<file path="config.mk">
export PLATFORM = sky130hd
export DESIGN_NAME = hazard_control_unit
export DESIGN_NICKNAME = d
export VERILOG_FILES = /design/src/rtl/hazard_control_unit.sv
export SDC_FILE = /design/constraint.sdc
export NUM_CORES = 1
export LEC_CHECK = 0
export CORE_MARGIN = 4
export CORE_UTILIZATION = 37
export CTS_BUF_LIST = sky130_fd_sc_hd__clkbuf_4 sky130_fd_sc_hd__clkbuf_8
export DETAILED_ROUTE_END_ITERATION = 8
export PLACE_DENSITY = 0.82
export SLEW_MARGIN = 30
export SYNTH_ARGS = -nofsm -noshare
export SYNTH_HDL_FRONTEND = slang
export SYNTH_SLANG_ARGS = --single-unit
</file>
<file path="constraint.sdc">
create_clock -name clk -period 1.5 [get_ports clk]
set_input_delay 0.225 -clock clk [delete_from_list [all_inputs] [get_ports clk]]
set_output_delay 0.225 -clock clk [all_outputs]
set_load 0.005 [all_outputs]
</file>
<file path="src/rtl/hazard_control_unit.sv">
// rtl/hazard_control_unit.sv - LC-3b pipeline stall/bubble/flush and indirect-phase controller
module hazard_control_unit #(
    parameter int REG_W  = 3,
    parameter int DATA_W = 16
) (
    input  logic              clk,
    input  logic              rst_n,
    input  logic [REG_W-1:0]  id_src1,
    input  logic [REG_W-1:0]  id_src2,
    input  logic              id_src1_used,
    input  logic              id_src2_used,
    input  logic [REG_W-1:0]  ex_dest,
    input  logic              ex_load_regfile,
    input  logic              ex_mem_read,
    input  logic              mem_indirect,
    input  logic              mem_access,
    input  logic              mem_branch_taken,
    input  logic              imem_read,
    input  logic              imem_resp,
    input  logic              dmem_resp,
    input  logic              wb_load_regfile,
    input  logic [REG_W-1:0]  wb_dest,
    input  logic [DATA_W-1:0] wb_data,
    output logic              stall_fetch,
    output logic              stall_id_ex,
    output logic              stall_ex_mem,
    output logic              stall_mem_wb,
    output logic              bubble_ex,
    output logic              bubble_wb,
    output logic              flush_if_id,
    output logic              flush_id_ex,
    output logic              indirect_sel,
    output logic              save_valid,
    output logic [REG_W-1:0]  save_dest,
    output logic [DATA_W-1:0] save_data
);

    typedef enum logic {
        ST_RUN = 1'b0,
        ST_IND = 1'b1
    } state_t;

    state_t state, state_next;

    logic fetch_wait;
    logic eff_mem_access;
    logic mem_wait;
    logic to_ind;
    logic to_run;
    logic ind_hold;
    logic load_use;

    // The second LDI/STI access is implied by the IND state, so it waits on dmem
    // even though MEM's own mem_access flag may describe only the first access.
    assign fetch_wait     = imem_read & ~imem_resp;
    assign eff_mem_access = mem_access | (state == ST_IND);
    assign mem_wait       = fetch_wait | (eff_mem_access & ~dmem_resp);

    assign to_ind   = (state == ST_RUN) & mem_indirect & dmem_resp & ~fetch_wait;
    assign to_run   = (state == ST_IND) & dmem_resp & ~fetch_wait;
    assign ind_hold = to_ind | ((state == ST_IND) & ~to_run);

    assign load_use = ex_mem_read & ex_load_regfile &
                      ((id_src1_used & (ex_dest == id_src1)) |
                       (id_src2_used & (ex_dest == id_src2)));

    assign indirect_sel = (state == ST_IND);

    always_ff @(posedge clk) begin
        if (!rst_n) begin
            state <= ST_RUN;
        end else begin
            state <= state_next;
        end
    end

    always_comb begin
        state_next   = state;
        stall_fetch  = 1'b0;
        stall_id_ex  = 1'b0;
        stall_ex_mem = 1'b0;
        stall_mem_wb = 1'b0;
        bubble_ex    = 1'b0;
        bubble_wb    = 1'b0;
        flush_if_id  = 1'b0;
        flush_id_ex  = 1'b0;

        if (to_ind) begin
            state_next = ST_IND;
        end else if (to_run) begin
            state_next = ST_RUN;
        end

        if (mem_wait) begin
            stall_fetch  = 1'b1;
            stall_id_ex  = 1'b1;
            stall_ex_mem = 1'b1;
            stall_mem_wb = 1'b1;
        end else if (ind_hold) begin
            // MEM/WB advances with a bubble so the LDI does not retire twice.
            stall_fetch  = 1'b1;
            stall_id_ex  = 1'b1;
            stall_ex_mem = 1'b1;
            bubble_wb    = 1'b1;
        end else if (mem_branch_taken) begin
            flush_if_id  = 1'b1;
            flush_id_ex  = 1'b1;
        end else if (load_use) begin
            stall_fetch  = 1'b1;
            bubble_ex    = 1'b1;
        end
    end

    // Holds a writeback that retired while EX was frozen, for the forwarding unit.
    always_ff @(posedge clk) begin
        if (!rst_n) begin
            save_valid <= 1'b0;
            save_dest  <= '0;
            save_data  <= '0;
        end else if (wb_load_regfile && stall_ex_mem) begin
            save_valid <= 1'b1;
            save_dest  <= wb_dest;
            save_data  <= wb_data;
        end else if (!stall_ex_mem) begin
            save_valid <= 1'b0;
        end
    end

endmodule

</file>
Word-level counts from Yosys, hierarchy flattened

Index checks and enable logic that the tools add are counted.
W data, S select, Z words.

Equal/unequal tests: 3
Bitwise operators: 21
Muxes and demuxes: 17
Reduce and logical (&&, ||, !) cells: 2

Operators by type and width:

| cell                 | count |
|---|---|
| $mux W1              | 17 |
| $and A1 B1 Y1        | 12 |
| $eq A3 B3 Y1         | 2 |
| $not A1 Y1           | 5 |
| $or A1 B1 Y1         | 4 |
| $ne A2 B1 Y1 const B | 1 |
| $reduce_bool A2 Y1   | 1 |
| $logic_and A1 B1 Y1  | 1 |

Register bits: 21
Output and inout port bits: 29
Input port bits: 41
Logic and storage cells: 47

Depth between registers and ports, before layout

Depth in word-level cells: 11
Mapped depth: 6
Gate-level depth less buffers: 4

Least setup slack after synthesis

No wires, ideal clock.

Path kind: register to output
Start: register state (netlist: indirect_sel)
End: output stall_fetch
Cell stages (with the launch flop): 4
Data arrival time: 1101 ps
Path buffers: 0
Setup slack: 174 ps
Required time: 1275 ps
Path through: dfxtp_1 > nand3b_4 > nand3_1 > or2_2

Cells in the longest elaborated chain, start to end: 7
Elaborated cells on any way between the ends: 14

Ends and longest elaborated chain:

| element                                            | RTL line | source |
|---|---|---|
| start: declaration                                 | 43       | `state_t state, state_next;` |
| start signal: assignment                           | 73       | `state <= state_next;` |
| $not A1 Y1 / $and A1 B1 Y1 (equally long branches) | 59, 60   |  |
| $and A1 B1 Y1 (on tied branches)                   | 59, 60   |  |
| $and A1 B1 Y1 / $not A1 Y1 (equally long branches) | 59, 61   |  |
| $and A1 B1 Y1 (on tied branches)                   | 59, 61   |  |
| $or A1 B1 Y1                                       | 61       | `assign ind_hold = to_ind \| ((state == ST_IND) & ~to_run);` |
| $mux W1                                            | 99       | `end else if (ind_hold) begin` |
| $mux W1 *                                          | 94       | `if (mem_wait) begin` |
| end: declaration                                   | 24       | `output logic stall_fetch,` |

Mark *: on every way between the ends. The rest lies on a longest branch, timed or not.

Worst setup path in the final report

Start: register state (netlist: indirect_sel)
End: output flush_id_ex

Cells in the longest elaborated chain, start to end: 7
Elaborated cells on any way between the ends: 14

Ends and longest elaborated chain:

| element                                            | RTL line | source |
|---|---|---|
| $not A1 Y1 / $and A1 B1 Y1 (equally long branches) | 59, 60   |  |
| $and A1 B1 Y1 (on tied branches)                   | 59, 60   |  |
| $and A1 B1 Y1 / $not A1 Y1 (equally long branches) | 59, 61   |  |
| $and A1 B1 Y1 (on tied branches)                   | 59, 61   |  |
| $or A1 B1 Y1                                       | 61       |  |
| $mux W1                                            | 99       |  |
| $mux W1 *                                          | 94       |  |
| end: declaration                                   | 31       | `output logic flush_id_ex,` |

Marks and branches as above.

==> flow_summary_export.csv <==
group,metric,value,unit
grt,grt_antenna_before_repair,0,
route,drt-total-wl,3150,um
route,drtPass1Iterations,4,
die,fp.coreArea,2760,um2
clocking,clock-sinks,21,
die,die_area,3820,um2
synthesis,syn_area_per_cell,9.38,um2
die,ios,70,
timing,timing.final.crit_share,1.02,
setup_path,cp_max_fo,5,
power_and_ir_drop,peakVddDrop,0.477,mV
timing,period_needed,1530,ps
clocking,cts_buffer_depth,2,
timing,hold_violations,0,
synthesis,ys_types,26,
setup_path,arrival,1310,ps
clocking,cts_tree,"yes",
clocking,htreeDepth,1,
timing,tightest_slew,280,ps
synthesis,synth_seq_cells,21,
synthesis,seq_area_frac_synth,0.393,
timing,rsz0062_at_grt,"yes",
final_layout,nets,238,
route,drt_iter0_drc,80,
die,die_h,61.8,um
synthesis,netlist_instances,114,
final_layout,drive_gt1_frac,0.378,
outcome,status,"complete, but fails checks",
grt,grt_use_total,0.165,
synthesis,syn_nets,155,
final_layout,areaGrowthSynthToFinish,81.6,%
synthesis,syn_area,1070,um2
route,drc,0,
synthesis,ys_warn_count,0,
place,place_hpwl,2380,um
place,port_buffers,69,
grt,grt_max_degree,41,
clocking,ctsHoldBuffers,0,
place,place_ws,-720,ps
place,gp_congestion,0.766,
route,vias,1095,
power_and_ir_drop,leakagePower,0.797,nW
timing,slew_headroom,0.813,
outcome,violations,"negative setup slack",
timing,finalSetupViolCount,4,
grt,grt-ovfl-total,0,
timing,skew,7.93,ps
timing,timing.final.ws_setup,-30.8,ps
grt,grt_pass1_vias,1058,
setup_path,startpoint_type,"flop",
power_and_ir_drop,power.total,1.33,mW
final_layout,diodes,0,
setup_path,critPathCaptureType,"output port",
clocking,cts_buffers,3,
die,die_w,61.8,um
power_and_ir_drop,pwr_density_cell,685,nW/um2
job,maxCapViolCount,0,
route,ant_nets,0,
clocking,root_buffer,"clkbuf_4",
route,wire_per_inst,13.9,um
clocking,clkSlewWorstSetupHoldPaths,120,ps
setup_path,critPathRequiredTime,1270,ps
timing,drv_slew,0,
route,vias_per_cell,4.82,
grt,grt_pass1_wl,4710,um
hold_path,hp-class,"reg2reg",
timing,max_freq,653,MHz
die,start_util,0.388,
setup_path,path_class,"reg2out",
clocking,clk_latency,300,ps
die,fp-row-count,19,
## timing repair
item | CTS | global route
resized for setup | 79 | 9
buffers inserted | 5 | 3
endpoints found under the setup margin | 9 | 8
gates cloned | 0 | 1
pin swaps | 15 | 7
## power breakdown
group	total, mW	switching [mW]	internal, mW
Combinational	0.433	0.168	0.265
Sequential	0.612	0.0194	0.592
Clock	0.286	0.165	0.121
## metrics by stage
step	instance area, um2	hold WS [ps]	instances	setup TNS (ps)	utilization
3_3_place_gp	1820	436	214	-7620	0.659
2_1_floorplan	1070	346	114	0	-
5_1_grt	1940	457	227	-442	0.705
6_report	1940	461	227	-111	0.705
4_1_cts	1890	457	223	-88.4	0.686
3_5_place_dp	1820	445	214	-7810	0.659
## state kept, by name, summed over array words and instances (netlist names)
register      count
save_data        16
save_dest         3
indirect_sel      1
save_valid        1
## logic make-up (layout without fill, tap and decap cells)
logic type                after synthesis  after routing  synth area share
AOI/OAI and AO/OA                      25             25             0.195
xor gates and xnor gates                6              6            0.0491
DFF                                    21             21             0.393
buffers and inverters                  12             94            0.0842
and+or+nand+nor                        50             50             0.278
## final cells by class
| type | count | area [um2] |
|---|---|---|
| inverter | 2 | 7.51 |
| clock buffer | 4 | 30.0 |
| sequential | 21 | 424 |
| timing repair buffer | 88 | 818 |
| fill | 217 | 815 |
| tap | 31 | 38.8 |
| multi-input combinational | 81 | 624 |
## critical path, cell delays in order (launching register included)
cell and delay, ps:
dfxtp_4 370, o21bai_4 160, nand3_4 120, buf_4 160, nor2_4 90, buf_2 110
## cell usage after synthesis
| cell | n | area share |
|---|---|---|
| buf_2 | 1 | 0.0047 |
| clkbuf_2 | 1 | 0.0047 |
| nor2_1 | 2 | 0.0070 |
| nor2b_1 | 1 | 0.0059 |
| buf_4 | 3 | 0.021 |
| o21a_1 | 1 | 0.0070 |
| o21bai_4 | 1 | 0.018 |
| nand2_1 | 21 | 0.074 |
| nand3_1 | 10 | 0.047 |
| nand3b_4 | 1 | 0.019 |
| o21ai_2 | 11 | 0.090 |
| nand2b_1 | 1 | 0.0059 |
| nand4_1 | 2 | 0.012 |
| o211a_1 | 1 | 0.0094 |
| o21ai_1 | 8 | 0.037 |
| buf_6 | 2 | 0.021 |
| inv_1 | 2 | 0.0070 |
| or2_2 | 1 | 0.0059 |
| xnor2_1 | 6 | 0.049 |
| a21boi_0 | 1 | 0.0070 |
| clkbuf_1 | 2 | 0.0070 |
| a211oi_1 | 1 | 0.0070 |
| buf_12 | 1 | 0.019 |
| a31oi_4 | 1 | 0.020 |
| nand3_2 | 11 | 0.10 |
| dfxtp_1 | 21 | 0.39 |
## path summary, 6_finish.rpt
check | startpoint | end | slack [ps] | cells after the start
worst min register to register | save_data[1] | save_data[1] | 460 | 2
worst min-delay path | save_data[1] | save_data[1] | 460 | 2
worst max register to register | indirect_sel | save_dest[0] | 100 | 6
worst max-delay path | indirect_sel | flush_id_ex | -30 | 5
## placed cells by master (no fill, tap or decap), types with 2 or more instances in the layout
cell type | netlist | routed
clkdlybuf4s50_1 | 0 | 44
nand2_1 | 21 | 21
dfxtp_1 | 21 | 20
nand3_2 | 11 | 12
o21ai_2 | 11 | 11
buf_2 | 1 | 11
buf_4 | 3 | 11
nand3_1 | 10 | 8
o21ai_1 | 8 | 8
dlygate4sd2_1 | 0 | 8
buf_6 | 2 | 6
xnor2_1 | 6 | 4
clkbuf_4 | 0 | 4
clkbuf_2 | 1 | 3
xnor2_2 | 0 | 2
nand4_1 | 2 | 2
inv_1 | 2 | 2
buf_12 | 1 | 2
## per-layer routing
| layer | track usage | vias to the layer above | wire length (um) |
|---|---|---|---|
| met4 | 0.0364 | 0 | 4 |
| li1 | - | 554 | - |
| met2 | 0.308 | 50 | 1590 |
| met5 | 0 | - | 0 |
| met1 | 0.189 | 489 | 1220 |
| met3 | 0.0393 | 2 | 339 |
No activity file was read; power rests on OpenSTA's default activity.
